<file path="src/rtl/pipe_skid_stage.sv">
// pipe_skid_stage: handshaked inter-stage register for the five-stage core.
// A main entry drives the outputs and a skid entry absorbs the one beat that
// may arrive while downstream stalls. This lets in_ready come straight from
// the state register, so there is no combinational path from out_ready to
// in_ready. Flush inserts a bubble. out_ctrl is gated to zero whenever no beat
// is held, so a bubble never carries reg_write or mem_write downstream.
module pipe_skid_stage #(
  parameter int DATA_W = 16,
  parameter int NUM_CH = 3,
  parameter int SEL_W  = 3,
  parameter int CTRL_W = 5
) (
  input  logic                     clk,
  input  logic                     rst,
  input  logic                     flush,
  input  logic                     in_valid,
  output logic                     in_ready,
  input  logic [NUM_CH*DATA_W-1:0] in_data,
  input  logic [SEL_W-1:0]         in_sel,
  input  logic [CTRL_W-1:0]        in_ctrl,
  output logic                     out_valid,
  input  logic                     out_ready,
  output logic [NUM_CH*DATA_W-1:0] out_data,
  output logic [SEL_W-1:0]         out_sel,
  output logic [CTRL_W-1:0]        out_ctrl,
  output logic [1:0]               occupancy
);

  localparam int PW = NUM_CH * DATA_W;

  // The encoding equals the occupancy, so occupancy is the state register itself.
  typedef enum logic [1:0] {
    S_EMPTY = 2'd0,
    S_ONE   = 2'd1,
    S_FULL  = 2'd2
  } state_t;

  state_t state, state_nxt;

  logic in_fire, out_fire;
  logic load_main_in, load_main_skid, load_skid;
  logic vld_p1;

  // Stage p1 storage: main entry (visible) and skid entry (overflow)
  logic [PW-1:0]     main_data_p1, skid_data_p1;
  logic [SEL_W-1:0]  main_sel_p1,  skid_sel_p1;
  logic [CTRL_W-1:0] main_ctrl_p1, skid_ctrl_p1;

  assign in_fire  = in_valid & in_ready;
  assign out_fire = out_valid & out_ready;

  // State register; reset takes priority over every other input
  always_ff @(posedge clk) begin
    if (rst) state <= S_EMPTY;
    else     state <= state_nxt;
  end

  // Next-state and load selection; flush outranks every handshake
  always_comb begin
    state_nxt      = state;
    load_main_in   = 1'b0;
    load_main_skid = 1'b0;
    load_skid      = 1'b0;
    if (flush) begin
      state_nxt = S_EMPTY;
    end else begin
      case (state)
        S_EMPTY: begin
          if (in_fire) begin
            state_nxt    = S_ONE;
            load_main_in = 1'b1;
          end
        end
        S_ONE: begin
          if (in_fire && !out_fire) begin
            state_nxt = S_FULL;
            load_skid = 1'b1;
          end else if (in_fire && out_fire) begin
            load_main_in = 1'b1;
          end else if (out_fire) begin
            state_nxt = S_EMPTY;
          end
        end
        S_FULL: begin
          if (out_fire) begin
            state_nxt      = S_ONE;
            load_main_skid = 1'b1;
          end
        end
        default: state_nxt = S_EMPTY;
      endcase
    end
  end

  // Payload registers; cleared on reset, left untouched by flush
  always_ff @(posedge clk) begin
    if (rst) begin
      main_data_p1 <= '0;
      main_sel_p1  <= '0;
      main_ctrl_p1 <= '0;
      skid_data_p1 <= '0;
      skid_sel_p1  <= '0;
      skid_ctrl_p1 <= '0;
    end else begin
      if (load_main_in) begin
        main_data_p1 <= in_data;
        main_sel_p1  <= in_sel;
        main_ctrl_p1 <= in_ctrl;
      end else if (load_main_skid) begin
        main_data_p1 <= skid_data_p1;
        main_sel_p1  <= skid_sel_p1;
        main_ctrl_p1 <= skid_ctrl_p1;
      end
      if (load_skid) begin
        skid_data_p1 <= in_data;
        skid_sel_p1  <= in_sel;
        skid_ctrl_p1 <= in_ctrl;
      end
    end
  end

  // Outputs decoded from the state register only; ctrl is gated on bubbles
  always_comb begin
    vld_p1    = (state != S_EMPTY);
    out_valid = vld_p1;
    in_ready  = (state != S_FULL);
    occupancy = state;
    out_data  = main_data_p1;
    out_sel   = main_sel_p1;
    out_ctrl  = vld_p1 ? main_ctrl_p1 : '0;
  end

endmodule

</file>
<file path="config.mk">
export PLATFORM = sky130hd
export DESIGN_NAME = pipe_skid_stage
export DESIGN_NICKNAME = d
export VERILOG_FILES = /design/src/rtl/pipe_skid_stage.sv
export SDC_FILE = /design/constraint.sdc
export NUM_CORES = 1
export LEC_CHECK = 0
export ABC_AREA = 1
export BUFFER_PORTS_ARGS = -buffer_cell sky130_fd_sc_hd__buf_2
export CORE_MARGIN = 2
export CORE_UTILIZATION = 40
export CTS_CLUSTER_SIZE = 25
export DETAILED_ROUTE_END_ITERATION = 10
export SLEW_MARGIN = 20
export SYNTH_ARGS = -nofsm -noshare
export SYNTH_HDL_FRONTEND = slang
export SYNTH_SLANG_ARGS = --single-unit
</file>
<file path="constraint.sdc">
create_clock -name clk -period 2.15 [get_ports clk]
set_input_delay 0.1075 -clock clk [delete_from_list [all_inputs] [get_ports clk]]
set_output_delay 0.1075 -clock clk [all_outputs]
set_load 0.03 [all_outputs]
</file>
# --- Word level (Yosys, flattened, before mapping) ---
# Cells that the tools add are included.
totals:
  register_bits: 114
  wordCells: 48
  inputBits: 61
  out_inout_bits: 60
classes:
  n_eq_ne: 7
  n_reduce_logical: 8
  n_mux: 24
  n_bitwise: 2
ops:
  columns: ["op", "n"]
  rows:
  - ["two-way mux 48 bit", 2]
  - ["two-way mux 5 bit", 3]
  - ["two-way mux 1 bit", 10]
  - ["two-way mux 2 bit", 5]
  - ["two-way mux 3 bit", 2]
  - ["!= test 2 bit, second input constant", 3]
  - ["!= test 3 bit, second input constant", 2]
  - ["case mux 2 bit (3 select lines)", 1]
  - ["AND reduction 4 bit", 1]
  - ["nonzero test 2 bit", 2]
  - ["AND 1 bit", 2]
  - ["== test 2 x 1 -> 1 bit, second input constant", 1]
  - ["== test 2 bit, second input constant", 1]
  - ["logical AND 1 bit", 2]
  - ["zero test 2 bit", 1]
  - ["case mux 1 bit (2 select lines)", 1]
  - ["OR reduction 2 bit", 1]
  - ["zero test 1 bit", 1]

# --- Logic depth before layout (Yosys ltp) ---
# Gate-level depths: netlist of run 1.
logic_depth:
  word_depth: 8
  depth_mapped: 9
  depth_no_buf: 7

# --- Worst setup path after synthesis of run 1 ---
# Ideal clock, no wire load.
synth_path:
  path_kind: "register to register"
  start: "register state[0], in the netlist occupancy[0]"
  end: "register skid_data_p1[37]"
  setup_slack_ns: 0.670
  stages_incl_launch_ff: 8
  n_path_buf: 2
  setup_ns: 0.116
  arrival_ns: 1.365
  required_ns: 2.034
  period_less_slack_ns: 1.480
  cell_sequence: "dfxtp_1 inv_2 nor2_2 nand2_2 buf_4 buf_2 o21ai_0 nor2_1"
synth_between:
  elab_chain_len: 7
  word_cells_on_any_way: 10
  classes_between: "eq/ne: 2; mux: 3; bitwise: 2; reduce/logical: 3"
synth_lines:
  columns: ["item", "line", "source"]
  rows:
  - ["from (decl)", "38", "state_t state, state_nxt;"]
  - ["from (signal assigned)", "55", "else state <= state_nxt;"]
  - ["nonzero test 2 bit", "124", "vld_p1 = (state != S_EMPTY);"]
  - ["AND 1 bit", "50", "assign out_fire = out_valid & out_ready;"]
  - ["zero test 1 bit", "75", "if (in_fire && !out_fire) begin"]
  - ["logical AND 1 bit", "75", null]
  - ["two-way mux 1 bit", "75", null]
  - ["two-way mux 1 bit (*)", "67", "case (state)"]
  - ["two-way mux 1 bit (*)", "64", "if (flush) begin"]
  - ["to (signal assigned)", "115", "skid_data_p1 <= in_data;"]
  - ["to (decl)", "45", "logic [PW-1:0] main_data_p1, skid_data_p1;"]
# Every way passes the cells marked *; elsewhere a longest branch is shown, timed or not.
# A chain may end at the register's enable or synchronous reset.

# --- Worst setup path after layout of run 1 ---
layout_path:
  start: "register state[0], in the netlist occupancy[0]"
  end: "output port out_ctrl[3]"
layout_between:
  elab_chain_len: 2
layout_lines:
  columns: ["item", "line", "source"]
  rows:
  - ["nonzero test 2 bit", "124", null]
  - ["two-way mux 5 bit", "130", "out_ctrl = vld_p1 ? main_ctrl_p1 : '0;"]
  - ["to (decl)", "25", "output logic [CTRL_W-1:0] out_ctrl,"]
# No other way between the ends.

==> out/metrics.yaml, run 1 <==
synth:
  avgSynthCellArea_um2: 6.81
  synthAdderAreaFrac: 0
  yosys.area_share.simple: 0.434
  synth_area_leader_cell: "dfxtp_1"
  syn_inst: 831
  synth_top_family_by_area: "simple AND/OR/NAND/NOR gates"
  ys_types: 20
  synth_nets: 892
  synth_seq_cells: 114
  netlist.area_leader.share: 0.404
  yosys-top-cells-area: "dfxtp_1 (40%), nand3b_1 (14%), nor2_1 (11%)"
  synthXorXnorAreaFrac: 0
  yosysWarnings: 0
  muxShareOfSynthArea: 0
  mappedNetlistArea_mm2: 0.00566
  seq_area_frac_synth: 0.404
  synth-compound-area-share: 0.0542
clock_network:
  cts.clk_slew.worst_paths_ns: 0.05
  insertion_delay_ns: 0.42
  clock-sinks: 114
  cts_setup_buffers: 0
  cts-root-buf: "clkbuf_16"
  clockBufferDepth: 2
  htree_levels: 4
  numCtsBuffers: 17
  cts_tree: "built"
power:
  swShare: 0.255
  combPwrFrac: 0.138
  power.leakage_nw: 3.76
  power_density_mw_per_mm2: 769
  vdd_ir_drop_max_mv: 0.438
  intPower_mw: 4.26
  p_seq_frac: 0.391
  clockPowerShare: 0.472
  power_switching_mw: 1.46
final_layout:
  layout.nets: 1040
  diodes: 0
  finalInstanceArea_mm2: 0.00744
  layout_commonest_cell: "nor2_1"
  final_cells: 1170
  syn2layout_area_growth_pct: 31.6
  layout-drive-gt1-share: 0.181
  final_cell_mix: "nor2_1 (172), nand2_1 (169), buf_2 (120)"
  fillCellCount: 1380
route:
  vias: 5602
  drc: 0
  postRouteAntennaNets: 0
  dr.first_iter.drc_count: 456
  routedWlPerCell_um: 13.2
  wirelength_mm: 15.5
  dr.pass1.iters: 4
  viasPerCell: 4.79
floorplanning:
  placeableCoreArea_mm2: 0.0138
  ios: 121
  initial_core_util: 0.409
  die_h_um: 123
  die_w_um: 123
  rows: 43
  die_area_mm2: 0.0151
placed_design:
  io_buffers: 120
  routabilityCongestion: 0.808
  hpwlAfterDp_mm: 9.00
  dpl_cell_area_mm2: 0.00631
  dp_cells: 1083
sta:
  drv_slew: 0
  finalCritPeriodShare: 0.809
  max_clock_freq_mhz: 575
  setup_tns_ns: 0
  slew_headroom: 0.534
  period_minus_slack_ns: 1.74
  rsz0062_at_grt: "false"
  worst_slew_pin_slew_ns: 0.699
  hold_violations: 0
  finalSetupViolCount: 0
  clock-skew-final_ns: 0.00509
worst_setup_path:
  worstReg2RegStart: "occupancy[1]"
  startpoint_type: "flop"
  worstPathArrival_ns: 1.63
  r2r_cells: 7
  critPathRequiredTime_ns: 2.04
  worstReg2RegEnd: "out_data[11]"
  worstSetupPathType: "flop to primary output"
  end_kind: "primary output"
  r2r_setup_slack_ns: 0.56
  path_max_fanout: 6
min_path:
  min_path_type: "primary input to flop"
  holdPathEnd: "skid_ctrl_p1[2]"
  holdPathStages: 3
  min-delay-start: "in_ctrl[2]"
run:
  drv_cap: 0
grt:
  grt_pass1_wl_mm: 25.5
  antenna_found_initial: 0
  gr-total-overflow: 0
  grt_pass1_vias: 5178
  grt_max_degree: 72
  track_usage: 0.215
outcome:
  status: "completed"
[worst max-delay path, stage by stage (launching register included)]
cell and delay, ns:
dfxtp_1 0.39, nor2_1 0.51, nor2_1 0.11, buf_2 0.21
[cell usage after synthesis]
cell type	number
a21oi_1	4
a31oi_1	1
buf_1	1
buf_2	34
buf_4	14
buf_6	1
clkbuf_1	16
dfxtp_1	114
inv_1	66
inv_2	4
nand2_1	170
nand2_2	3
nand3_1	68
nand3_2	1
nand3b_1	102
nor2_1	172
nor2_2	2
nor2_4	2
o21ai_0	38
o21ai_1	18
[power by group through the flow]
stage	clock (mW)	combinational [mW]	sequential, mW
detailed placement	0	0.709	2.28
global route	2.85	0.879	2.24
CTS	2.75	0.792	2.24
global placement	0	0.707	2.28
floorplan	0	0.370	2.40
finish	2.70	0.788	2.24
[kinds of logic (layout without fill, tap and decap cells)]
logic type	count (synthesis)	after routing
DFF	114	114
and+or+nand+nor	520	520
buffers and inverters	136	295
AOI/OAI and AO/OA	61	61
[final cells by class]
type / count / area, um2 / share of cell area
Clock buffer: 26 / 519 / 0.0697
Clock inverter: 4 / 47.5 / 0.00639
Tap cell: 180 / 225 / 0.0303
Sequential cell: 114 / 2280 / 0.307
Inverter: 70 / 264 / 0.0355
Multi-Input combinational cell: 581 / 2780 / 0.373
Timing Repair Buffer: 195 / 1330 / 0.179
[worst max path at each step]
stage                       from               end  slack [ns]  cells past startpoint
finish              occupancy[0]       out_ctrl[3]        0.41                      3
global route        occupancy[0]       out_ctrl[3]        0.31                      3
CTS                 occupancy[0]       out_ctrl[3]        0.37                      3
detailed placement  occupancy[1]      out_data[11]        0.58                      7
global placement    occupancy[0]      out_data[39]        0.63                      6
floorplan           occupancy[0]  skid_data_p1[37]        0.67                      7
[routing by layer]
| metal | global-route usage | share of wire | vias to the layer above |
|---|---|---|---|
| li1 | - | - | 2915 |
| met1 | 0.286 | 0.47 | 2529 |
| met2 | 0.341 | 0.46 | 134 |
| met3 | 0.0470 | 0.054 | 24 |
| met4 | 0.0833 | 0.016 | 0 |
| met5 | 0 | 0 | - |
[through the flow]
stage          power [mW]  worst slack, ns  utilization  hold WS (ns)
2_1_floorplan        2.77            0.670            -         0.177
3_3_place_gp         2.99            0.625        0.456         0.332
3_5_place_dp         2.99            0.578        0.456         0.337
4_1_cts              5.77            0.370        0.538       0.00189
5_1_grt              5.97            0.311        0.538        0.0180
6_report             5.73            0.411        0.538       0.00936
[state kept, by name, indices dropped and copies added (netlist names)]
signal / count
out_sel: 3
skid_data_p1: 48
occupancy: 2
skid_ctrl_p1: 5
main_ctrl_p1: 5
out_data: 48
skid_sel_p1: 3
[timing repair]
| item | 4_1_cts | 5_1_grt |
|---|---|---|
| hold endpoints to repair | 59 | 0 |
| resized for setup | 0 | 0 |
| hold buffers | 57 | 0 |
Note: power is estimated with default switching activity, not from simulation.
==> run 2: changes to the inputs <==
Clock period 2.15 ns to 1.5 ns, I/O delays scaled along.
==> out/metrics.yaml, run 2 (synthesis gave the netlist of run 1 again) <==
worst_setup_path:
  cp-startpoint: "occupancy[1]"
  end_kind: "primary output"
  worstReg2RegStart: "occupancy[0]"
  worstSetupPathType: "flop to primary output"
  critPathRequiredTime_ns: 1.42  # -0.62 ns
  worstPathArrival_ns: 1.38  # -0.25 ns
  path_max_fanout: 6  # unchanged
  startpoint_type: "flop"
floorplanning:
  rows: 43  # unchanged
  die_h_um: 123  # unchanged
  die_area_mm2: 0.0151  # unchanged
  initial_core_util: 0.409  # unchanged
  ios: 121  # unchanged
  die_w_um: 123  # unchanged
  placeableCoreArea_mm2: 0.0138  # unchanged
sta:
  drv_slew: 0  # unchanged
  setup_ws_ns: 0.0432  # -0.368 ns
  clock-skew-final_ns: 0.00635  # +0.00126 ns
  rsz0062_at_grt: "true"
  finalCritPeriodShare: 0.971
  hold_violations: 0  # unchanged
  finalSetupViolCount: 0  # unchanged
  period_minus_slack_ns: 1.46
  worst_slew_pin_slew_ns: 0.386  # -0.313 ns
  slew_headroom: 0.742  # +0.208
  max_clock_freq_mhz: 686
power:
  power.leakage_nw: 3.97  # +5.4%
  power_switching_mw: 2.08  # +43%
  intPower_mw: 6.12  # +43%
  p_seq_frac: 0.391  # about the same
  vdd_ir_drop_max_mv: 0.729  # +66%
  swShare: 0.254  # -0.00112
  combPwrFrac: 0.145  # +0.007
  power_mw: 8.20  # +43%
  clockPowerShare: 0.464  # -0.008
  power_density_mw_per_mm2: 1050  # +36%
placed_design:
  io_buffers: 120  # unchanged
  dpl_cell_area_mm2: 0.00649  # +2.9%
  dp_slack_ns: 0.167  # -0.411 ns
  routabilityCongestion: 0.763  # -5.5%
  hpwlAfterDp_mm: 9.09  # +0.94%
clock_network:
  insertion_delay_ns: 0.41  # about the same
  clock-sinks: 114  # unchanged
  cts_tree: "built"
  htree_levels: 4  # unchanged
  numCtsBuffers: 17  # unchanged
  clockBufferDepth: 2  # unchanged
  cts.clk_slew.worst_paths_ns: 0.05  # about the same
  cts-root-buf: "clkbuf_16"
grt:
  grt_use_met3: 0.0434  # -0.00369
  gr-total-overflow: 0  # unchanged
  use_met1: 0.289  # +0.00239
  top_usage_layer: "met2"
  grt_max_degree: 52  # -28%
  grt_use_met2: 0.338  # -0.00311
  antenna_found_initial: 0  # unchanged
  grt_pass1_vias: 5028  # -2.9%
  grt_pass1_wl_mm: 25.3  # -0.87%
  track_usage: 0.215  # about the same
route:
  postRouteAntennaNets: 0  # unchanged
  wirelength_mm: 16.5  # +6.4%
  vias: 5638  # +0.64%
  routedWlPerCell_um: 13.8  # +4.2%
  drc: 0  # unchanged
  viasPerCell: 4.72  # -1.5%
  dr.first_iter.drc_count: 377  # -17%
  dr.pass1.iters: 4  # unchanged
final_layout:
  syn2layout_area_growth_pct: 38.5
  finalInstanceArea_mm2: 0.00783  # +5.2%
  diodes: 0  # unchanged
  layout-drive-gt1-share: 0.203  # +0.0221
  layout.nets: 1064  # +2.3%
  final_cell_mix: "nor2_1 (169), nand2_1 (169), buf_2 (117)"
  fin_util: 0.566  # +0.0279
  fillCellCount: 1355  # -1.8%
outcome:
  status: "completed"
min_path:
  min_path_type: "primary input to flop"
  min-delay-start: "flush"
run:
  drv_cap: 0  # unchanged
run 2: cell count changes in the layout (fill, tap and decap cells not counted), sizes merged:
cell | before | now
buf | 138 | 158
clkbuf | 26 | 28
clkinv | 3 | 5
clkinvlp | 1 | 0
dlygate4sd3 | 57 | 59
run 2: path summary, 6_finish.rpt:
kind              slack (ns)          endpoint  depth (start not counted)
hold reg to reg         0.47  skid_data_p1[23]                          2
setup reg to reg        0.08      out_data[22]                          8
hold / removal          0.07      occupancy[1]                          4
setup / recovery        0.04       out_ctrl[3]                          5
run 2: what timing repair did:
action | 4_1_cts | 5_1_grt
resized for setup | 5 | 9
buffers inserted | 1 | 8
setup endpoints to repair | 7 | 25
gates cloned | 1 | 3
hold endpoints to repair | 104 | 0
pin swaps | 1 | 1
hold buffers | 59 | 0
run 2: per-stage QoR:
stage,hold WS (ns),setup TNS [ns],instances
after floorplan,0.144,0,831
final,0.0681,0,1195
after global routing,0.100,-0.000592,1195
after detailed placement,0.303,0,1092
after global placement,0.300,0,1092
after CTS,0.0556,-0.00556,1184
run 2: worst max-delay path, cell delays in order (launching register included):
cell     delay (ns)
dfxtp_2        0.33
buf_4          0.15
nor2_2         0.13
buf_6          0.15
nor2_1         0.04
buf_2          0.17
run 2: power by group through the flow:
stage / combinational (mW) / sequential, mW / clock [mW]
after floorplan: 0.531 / 3.44 / 0
after global placement: 1.06 / 3.26 / 0
after detailed placement: 1.06 / 3.26 / 0
after CTS: 1.18 / 3.20 / 3.89
after global routing: 1.31 / 3.21 / 4.04
final: 1.19 / 3.20 / 3.81
run 2: layout make-up:
cell class | instances | area, um2 | area share
timing repair buffer | 219 | 1710 | 0.218
tap | 180 | 225 | 0.0288
sequential | 114 | 2290 | 0.292
clock inverter | 5 | 50.0 | 0.00639
inverter | 70 | 264 | 0.0337
multi-input combinational | 581 | 2790 | 0.356
clock buffer | 26 | 509 | 0.0650
run 2: metal layers:
layer  routed length (um)  vias to the layer above
met1                 7720                     2490
met4                  371                        0
li1                     -                     2964
met2                 7480                      157
met5                    0                        -
met3                  875                       27
